File: src/rtl/pong_game_ctrl.sv
// rtl/pong_game_ctrl.sv - Pong game-level sequencer: serve/play/point phases, scores, winner
//
// Purpose: decides when the ball is parked at centre, when it may move and
// which way it is served; keeps both scores and declares the winner. All
// timed phases advance only on frame_tick.
//
// Ports:
//   clk25M     in   pixel clock
//   reset_n    in   asynchronous active-low reset
//   frame_tick in   one-cycle pulse per frame
//   start      in   player button (synchronous level, rising edge used)
//   miss_left  in   ball passed left boundary (pulse)
//   miss_right in   ball passed right boundary (pulse)
//   ball_hold  out  park ball at centre
//   ball_run   out  ball may advance on frame_tick
//   serve_dir  out  next serve direction, 1 = right
//   score_l    out  left score
//   score_r    out  right score
//   game_over  out  high in GAMEOVER
//   winner     out  1 = right player won (valid with game_over)
//   state      out  current state encoding
module pong_game_ctrl #(
   parameter int SERVE_FRAMES = 60,
   parameter int POINT_FRAMES = 30,
   parameter int WIN_SCORE    = 9
) (
   input  logic       clk25M,
   input  logic       reset_n,
   input  logic       frame_tick,
   input  logic       start,
   input  logic       miss_left,
   input  logic       miss_right,
   output logic       ball_hold,
   output logic       ball_run,
   output logic       serve_dir,
   output logic [3:0] score_l,
   output logic [3:0] score_r,
   output logic       game_over,
   output logic       winner,
   output logic [2:0] state
);

   typedef enum logic [2:0] {
      ST_IDLE     = 3'd0,
      ST_SERVE    = 3'd1,
      ST_PLAY     = 3'd2,
      ST_PAUSE    = 3'd3,
      ST_POINT    = 3'd4,
      ST_GAMEOVER = 3'd5
   } state_t;

   localparam logic [7:0] SERVE_LD = 8'(SERVE_FRAMES);
   localparam logic [7:0] POINT_LD = 8'(POINT_FRAMES);
   localparam logic [3:0] WIN_SC   = 4'(WIN_SCORE);

   state_t     state_q, state_d;
   logic [7:0] frm_cnt_q, frm_cnt_d;
   logic [3:0] score_l_q, score_l_d;
   logic [3:0] score_r_q, score_r_d;
   logic       serve_dir_q, serve_dir_d;
   logic       winner_q, winner_d;
   logic       start_d_q, start_d_d;
   logic       ball_hold_q, ball_hold_d;
   logic       ball_run_q, ball_run_d;
   logic       game_over_q, game_over_d;

   logic       start_rise;
   logic [3:0] score_l_inc;
   logic [3:0] score_r_inc;

   always_comb begin
      state_d     = state_q;
      frm_cnt_d   = frm_cnt_q;
      score_l_d   = score_l_q;
      score_r_d   = score_r_q;
      serve_dir_d = serve_dir_q;
      winner_d    = winner_q;
      start_d_d   = start;
      start_rise  = start & ~start_d_q;
      score_l_inc = score_l_q + 4'd1;
      score_r_inc = score_r_q + 4'd1;

      case (state_q)
         ST_IDLE, ST_GAMEOVER: begin
            if (start_rise) begin
               score_l_d   = 4'd0;
               score_r_d   = 4'd0;
               serve_dir_d = 1'b1;
               frm_cnt_d   = SERVE_LD;
               state_d     = ST_SERVE;
            end
         end
         ST_SERVE: begin
            if (frame_tick) begin
               frm_cnt_d = frm_cnt_q - 8'd1;
               if (frm_cnt_q == 8'd1) begin
                  state_d = ST_PLAY;
               end
            end
         end
         ST_PLAY: begin
            // miss_left outranks miss_right, and any miss outranks start
            if (miss_left) begin
               score_r_d   = score_r_inc;
               serve_dir_d = 1'b0;
               if (score_r_inc == WIN_SC) begin
                  winner_d = 1'b1;
                  state_d  = ST_GAMEOVER;
               end else begin
                  frm_cnt_d = POINT_LD;
                  state_d   = ST_POINT;
               end
            end else if (miss_right) begin
               score_l_d   = score_l_inc;
               serve_dir_d = 1'b1;
               if (score_l_inc == WIN_SC) begin
                  winner_d = 1'b0;
                  state_d  = ST_GAMEOVER;
               end else begin
                  frm_cnt_d = POINT_LD;
                  state_d   = ST_POINT;
               end
            end else if (start_rise) begin
               state_d = ST_PAUSE;
            end
         end
         ST_PAUSE: begin
            if (start_rise) begin
               state_d = ST_PLAY;
            end
         end
         ST_POINT: begin
            if (frame_tick) begin
               if (frm_cnt_q == 8'd1) begin
                  frm_cnt_d = SERVE_LD;
                  state_d   = ST_SERVE;
               end else begin
                  frm_cnt_d = frm_cnt_q - 8'd1;
               end
            end
         end
         default: begin
            state_d = ST_IDLE;
         end
      endcase

      // outputs decoded from the next state so they line up with state_q
      ball_hold_d = (state_d == ST_IDLE) || (state_d == ST_SERVE) ||
                    (state_d == ST_GAMEOVER);
      ball_run_d  = (state_d == ST_PLAY);
      game_over_d = (state_d == ST_GAMEOVER);
   end

   always_ff @(posedge clk25M or negedge reset_n) begin
      if (!reset_n) begin
         state_q     <= ST_IDLE;
         frm_cnt_q   <= 8'd0;
         score_l_q   <= 4'd0;
         score_r_q   <= 4'd0;
         serve_dir_q <= 1'b1;
         winner_q    <= 1'b0;
         start_d_q   <= 1'b0;
         ball_hold_q <= 1'b1;
         ball_run_q  <= 1'b0;
         game_over_q <= 1'b0;
      end else begin
         state_q     <= state_d;
         frm_cnt_q   <= frm_cnt_d;
         score_l_q   <= score_l_d;
         score_r_q   <= score_r_d;
         serve_dir_q <= serve_dir_d;
         winner_q    <= winner_d;
         start_d_q   <= start_d_d;
         ball_hold_q <= ball_hold_d;
         ball_run_q  <= ball_run_d;
         game_over_q <= game_over_d;
      end
   end

   assign state     = state_q;
   assign score_l   = score_l_q;
   assign score_r   = score_r_q;
   assign serve_dir = serve_dir_q;
   assign winner    = winner_q;
   assign ball_hold = ball_hold_q;
   assign ball_run  = ball_run_q;
   assign game_over = game_over_q;

endmodule

File: config.mk
export PLATFORM = sky130hd
export DESIGN_NAME = pong_game_ctrl
export DESIGN_NICKNAME = d
export VERILOG_FILES = /design/src/rtl/pong_game_ctrl.sv
export SDC_FILE = /design/constraint.sdc
export NUM_CORES = 1
export LEC_CHECK = 0
export BUFFER_PORTS_ARGS = -buffer_cell sky130_fd_sc_hd__buf_2
export CORE_MARGIN = 1
export CORE_UTILIZATION = 57
export CTS_CLUSTER_SIZE = 10
export DETAILED_ROUTE_END_ITERATION = 6
export MAX_ROUTING_LAYER = met4
export PLACE_DENSITY = 0.75
export SKIP_LAST_GASP = 1
export SYNTH_ARGS = -nofsm -noshare
export SYNTH_HDL_FRONTEND = slang
export SYNTH_SLANG_ARGS = --single-unit
File: constraint.sdc
create_clock -name clk25M -period 2.3 [get_ports clk25M]
set_input_delay 0.23 -clock clk25M [delete_from_list [all_inputs] [get_ports clk25M]]
set_output_delay 0.23 -clock clk25M [all_outputs]
set_load 0.01 [all_outputs]
# After elaboration in Yosys (flattened, before gate mapping)
# Index checks and enable logic that the tools add are counted.
# classes
addsub	3
n_eq_ne	21
n_mux	35
bitwise	2
n_reduce_logical	14
# ops
op	n
$mux 8	8
$pmux 8 s4	1
$mux 3	9
$mux 4	4
$pmux 4 s2	2
$pmux 3 s5	1
$ne 2x2->1 const B	6
$eq 3x2->1 const B	3
$eq 3x3->1 const B	3
$mux 1	9
$ne 3x3->1 const B	3
$add 4x1->4 const B	2
$eq 4x4->1 const B	2
$eq 8x1->1 const B	1
$reduce_and 4->1	2
$sub 8x1->8 const B	1
$reduce_and 7->1	1
$eq 3x1->1 const B	2
$logic_not 3->1	2
$reduce_and 3->1	2
$reduce_bool 2->1	3
$reduce_bool 4->1	1
$logic_or 1x1->1	2
$ne 2x1->1 const B	1
4 further kinds	4
# word_totals
reg_bits	25
elab_cells	85

# Depth between registers and ports, before layout
# depth
ltp_word	9
ltp_mapped	7
ltp_nobuf	7

# Worst setup path after synthesis
# Ideal clock, no wire load.
# synth_timing
path_kind	register -> register
from	register score_l_q[0] (netlist: score_l[0])
to	register frm_cnt_q[0]
arrival_ns	1.835
required_ns	2.175
setup_slack_ns	0.340
path_stages_with_launch	7
synth_period_minus_slack_ns	1.960
path_cell_list	dfrtp_1 ha_1 and2_1 a21oi_1 o21bai_1 or3_4 mux2_2
# synth_via
elab_chain_cells	4
# synth_rtl
element	line	source
start, declared	58	logic [3:0] score_l_q, score_l_d;
start signal, assigned	169	score_l_q <= score_l_d;
$add 4x1->4	80	score_l_inc = score_l_q + 4'd1;
$eq 4x4->1	116	if (score_l_inc == WIN_SC) begin
$ne 3x3->1 (no source line)	--	
$reduce_and 7->1 (no source line)	--	
end signal, assigned	168	frm_cnt_q <= frm_cnt_d;
end, declared	57	logic [7:0] frm_cnt_q, frm_cnt_d;
# Every way passes these cells.
# A chain may end at the register's enable or synchronous reset.

# Worst setup path after layout
# Ends and elaborated chain as after synthesis.

==> results.txt <==
The upper clock frequency limit came out at 476 MHz. The overflow left after global routing is 0. The synthesized instance count is 175. Data arrives at the worst endpoint at 2.33 ns. The async set-reset flop share out of synthesis came out at 100%.

The initial antenna violation count is 0. The maximum number of pins on one net before global-route repair came out at 26. Of the synthesized area, sequential elements account for 38.8%. In this run the tightest slew margin relative to its limit is 62.9%. The via count of the first global-routing pass came to 1314. In the layout the commonest cells are dfrtp_1 (23), buf_2 (21), nand2_1 (16). The area after detailed placement came out at 0.00175 mm^2. Across all layers, the routed design uses 1398 vias. The worst supply voltage drop on vdd came out at 0.000727 V. The buffers inserted during post-CTS setup optimization came out at 0. The row count came out at 18. The number of routed nets with antenna violations is 0.

The mapped cell area is 0.00162 mm^2. In this run the register-to-register setup slack is 0.20 ns. The path type of the worst min-delay path is in2reg. The cell taking the most area after synthesis is dfrtp_1.

In the post-synthesis netlist, the biggest area contributors are dfrtp_1 (36%), ha_1 (4.6%), nand2_1 (3.7%). Using the TritonRoute via totals, the vias-per-cell ratio works out to 6.10. The later pin in the worst-skew pair is clocked with a latency of 0.32 ns. The worst setup path is launched from a flip-flop.

The post-route setup TNS came out at 0 ns. Setup repair after global routing left no endpoint under its margin. The final setup skew is 0.00222 ns. The clock tree from TritonCTS is yes.

The number of antenna repair diodes came out at 0. The final max-slew violation count came to 0. The number of nets produced by synthesis is 187. TritonCTS created 3 clock buffers.

The number of endpoints with negative hold slack in the final report is 0. The maximum level of the CTS H-tree came out at 1. The maximum clock insertion buffer count came out at 2.

The sink count of the clock tree is 25. After routing the design area is 0.00179 mm^2. The fill cell total of the finished layout came out at 229. In this run the count of I/O pins placed on the die edge is 22. The total routed wirelength is 3470 um. The global routing usage summed across all routing layers is 24.6%.

The slew at the pin with the worst max-slew slack is 0.556 ns. The count of flip-flops with a built-in enable after synthesis is 0. The critical path is of the reg2reg type.

The leakage power of the design is 0.838 nW. The layout overhead on the synthesized area is 10.4%. Synthesis inferred 25 register bits. The area of the die is 0.00306 mm^2. The number of buffer cells added on primary ports is 21. The total setup violations reported at the end of the flow is 0. The share of layout cells above drive strength 1 is 21.6%.

The overall die height is 55.3 um. The completed layout was analyzed and its total power is 1.52 mW. The mean instance size in the synthesized netlist is 9.24 um^2.

The total number of yosys warnings is 0. The required time of the critical path is 2.52 ns. Leaving out fill and tap cells, the most frequent cell in the layout is dfrtp_1. The tree is rooted in a clkbuf_4.

In this run the biggest area consumer among cell types represents 35.6% of the synthesized area. The core outline area came out at 0.00257 mm^2. The clock edge transition at the registers on the reported setup and hold paths is 0.14 ns. The first routing iteration left 53 violations.

The number of max-capacitance violations reported is 0. The HPWL after detailed placement came out at 2600 um. The global-route wire length before repair is 5970 um. The areal power density over the cells is 849 mW/mm^2. After the last flow step, the layout net total stands at 212. The congestion estimate from routability-driven global placement came to 0.804. The dominant synthesized flop cell is dfrtp_1. The x dimension of the die is 55.3 um. The capturing element type of the critical path is a flip-flop.

The average wire per cell in the routed design came out at 15.1 um. The run finished with clean final reports. The post-layout minimum cycle time came out at 2.10 ns. Counting distinct cell types in the post-synthesis netlist gives 61. The largest driver fanout on the critical path is 8. The ratio of final minimum period to clock period came out at 91.4%. For this configuration, the core starts out at a cell density of 63.0%. The number of DRC violations after detailed routing came out at 0.

The detailed-routing iteration count for the pre-antenna-repair pass is 5.
==> power breakdown <==
part / total (mW) / internal (mW) / switching, mW
logic: 0.629 / 0.289 / 0.341
registers: 0.686 / 0.543 / 0.143
clock network: 0.202 / 0.0652 / 0.136
total: 1.52 / 0.897 / 0.620
==> cell families after synthesis <==
logic type	synth area share (%)
simple gates	26.1
compound gates	21.3
flops	38.8
buf+inv	4.49
fa+ha+maj	4.64
mux	3.56
xor+xnor	1.08
==> metal layers <==
metal,part of all wire [%],wire (um),track usage [%]
met3,2.9,99,2.11
met4,1.0,35,7.50
met1,46,1600,31.5
met2,50,1730,41.5
met5,0,0,-
==> flip-flops by register name, indices dropped and copies added, names as in the netlist <==
name,flops
game_over,1
frm_cnt_q,8
ball_hold,1
state,3
start_d_q,1
score_l,4
winner,1
ball_run,1
score_r,4
serve_dir,1
==> repair_timing <==
item | 4_1_cts | 5_1_grt
gates resized for setup | 0 | 0
hold endpoints to repair | 23 | 0
hold buffers | 1 | 0
==> through the flow <==
stage | instances | setup WS, ns | util, % | hold WS, ns
6_report | 229 | 0.198 | 69.5 | 0.0325
4_1_cts | 229 | 0.226 | 69.5 | 0.0269
3_5_place_dp | 224 | 0.251 | 68.1 | 0.254
3_3_place_gp | 224 | 0.297 | 68.1 | 0.242
5_1_grt | 229 | 0.0657 | 69.5 | 0.0217
2_1_floorplan | 175 | 0.340 | - | -0.0656
==> final timing paths <==
check,depth (start not counted),to,start
worst min register to register,1,winner$_DFFE_PN0P_,winner$_DFFE_PN0P_
worst min-delay path,1,start_d_q$_DFF_PN0_,start
max in group asynchronous,2,ball_hold$_DFF_PN1_,reset_n
worst max-delay path,6,frm_cnt_q[0]$_DFFE_PN0P_,score_l[0]$_DFFE_PN0P_
min in group asynchronous,2,score_l[3]$_DFFE_PN0P_,reset_n
worst max register to register,6,frm_cnt_q[0]$_DFFE_PN0P_,score_l[0]$_DFFE_PN0P_
==> cells in the mapped netlist (4+ instances only) <==
cell type / number
a21o_1: 4
a21oi_1: 9
and2_1: 5
dfrtp_1: 23
ha_1: 6
inv_1: 11
nand2_1: 16
nand3_1: 8
nor2_1: 15
o21ai_0: 5
o21ai_1: 6
==> worst max-delay path: stages, from the launching register on <==
cell and delay [ns]:
dfrtp_1 0.49, ha_1 0.28, and2_1 0.15, a21oi_1 0.25, o21bai_1 0.17, or3_4 0.40, mux2_2 0.27
==> layout make-up <==
type,count,area (um^2),area share (%)
multi-input cells,134,917,51.4
flip-flops and latches,25,628,35.2
repair buffers,24,130,7.29
inverters,12,45.0,2.52
well taps,30,37.5,2.10
clock buffers,3,22.5,1.26
clock inverters,1,5.00,0.280
Power figures use the tool's default switching activity.
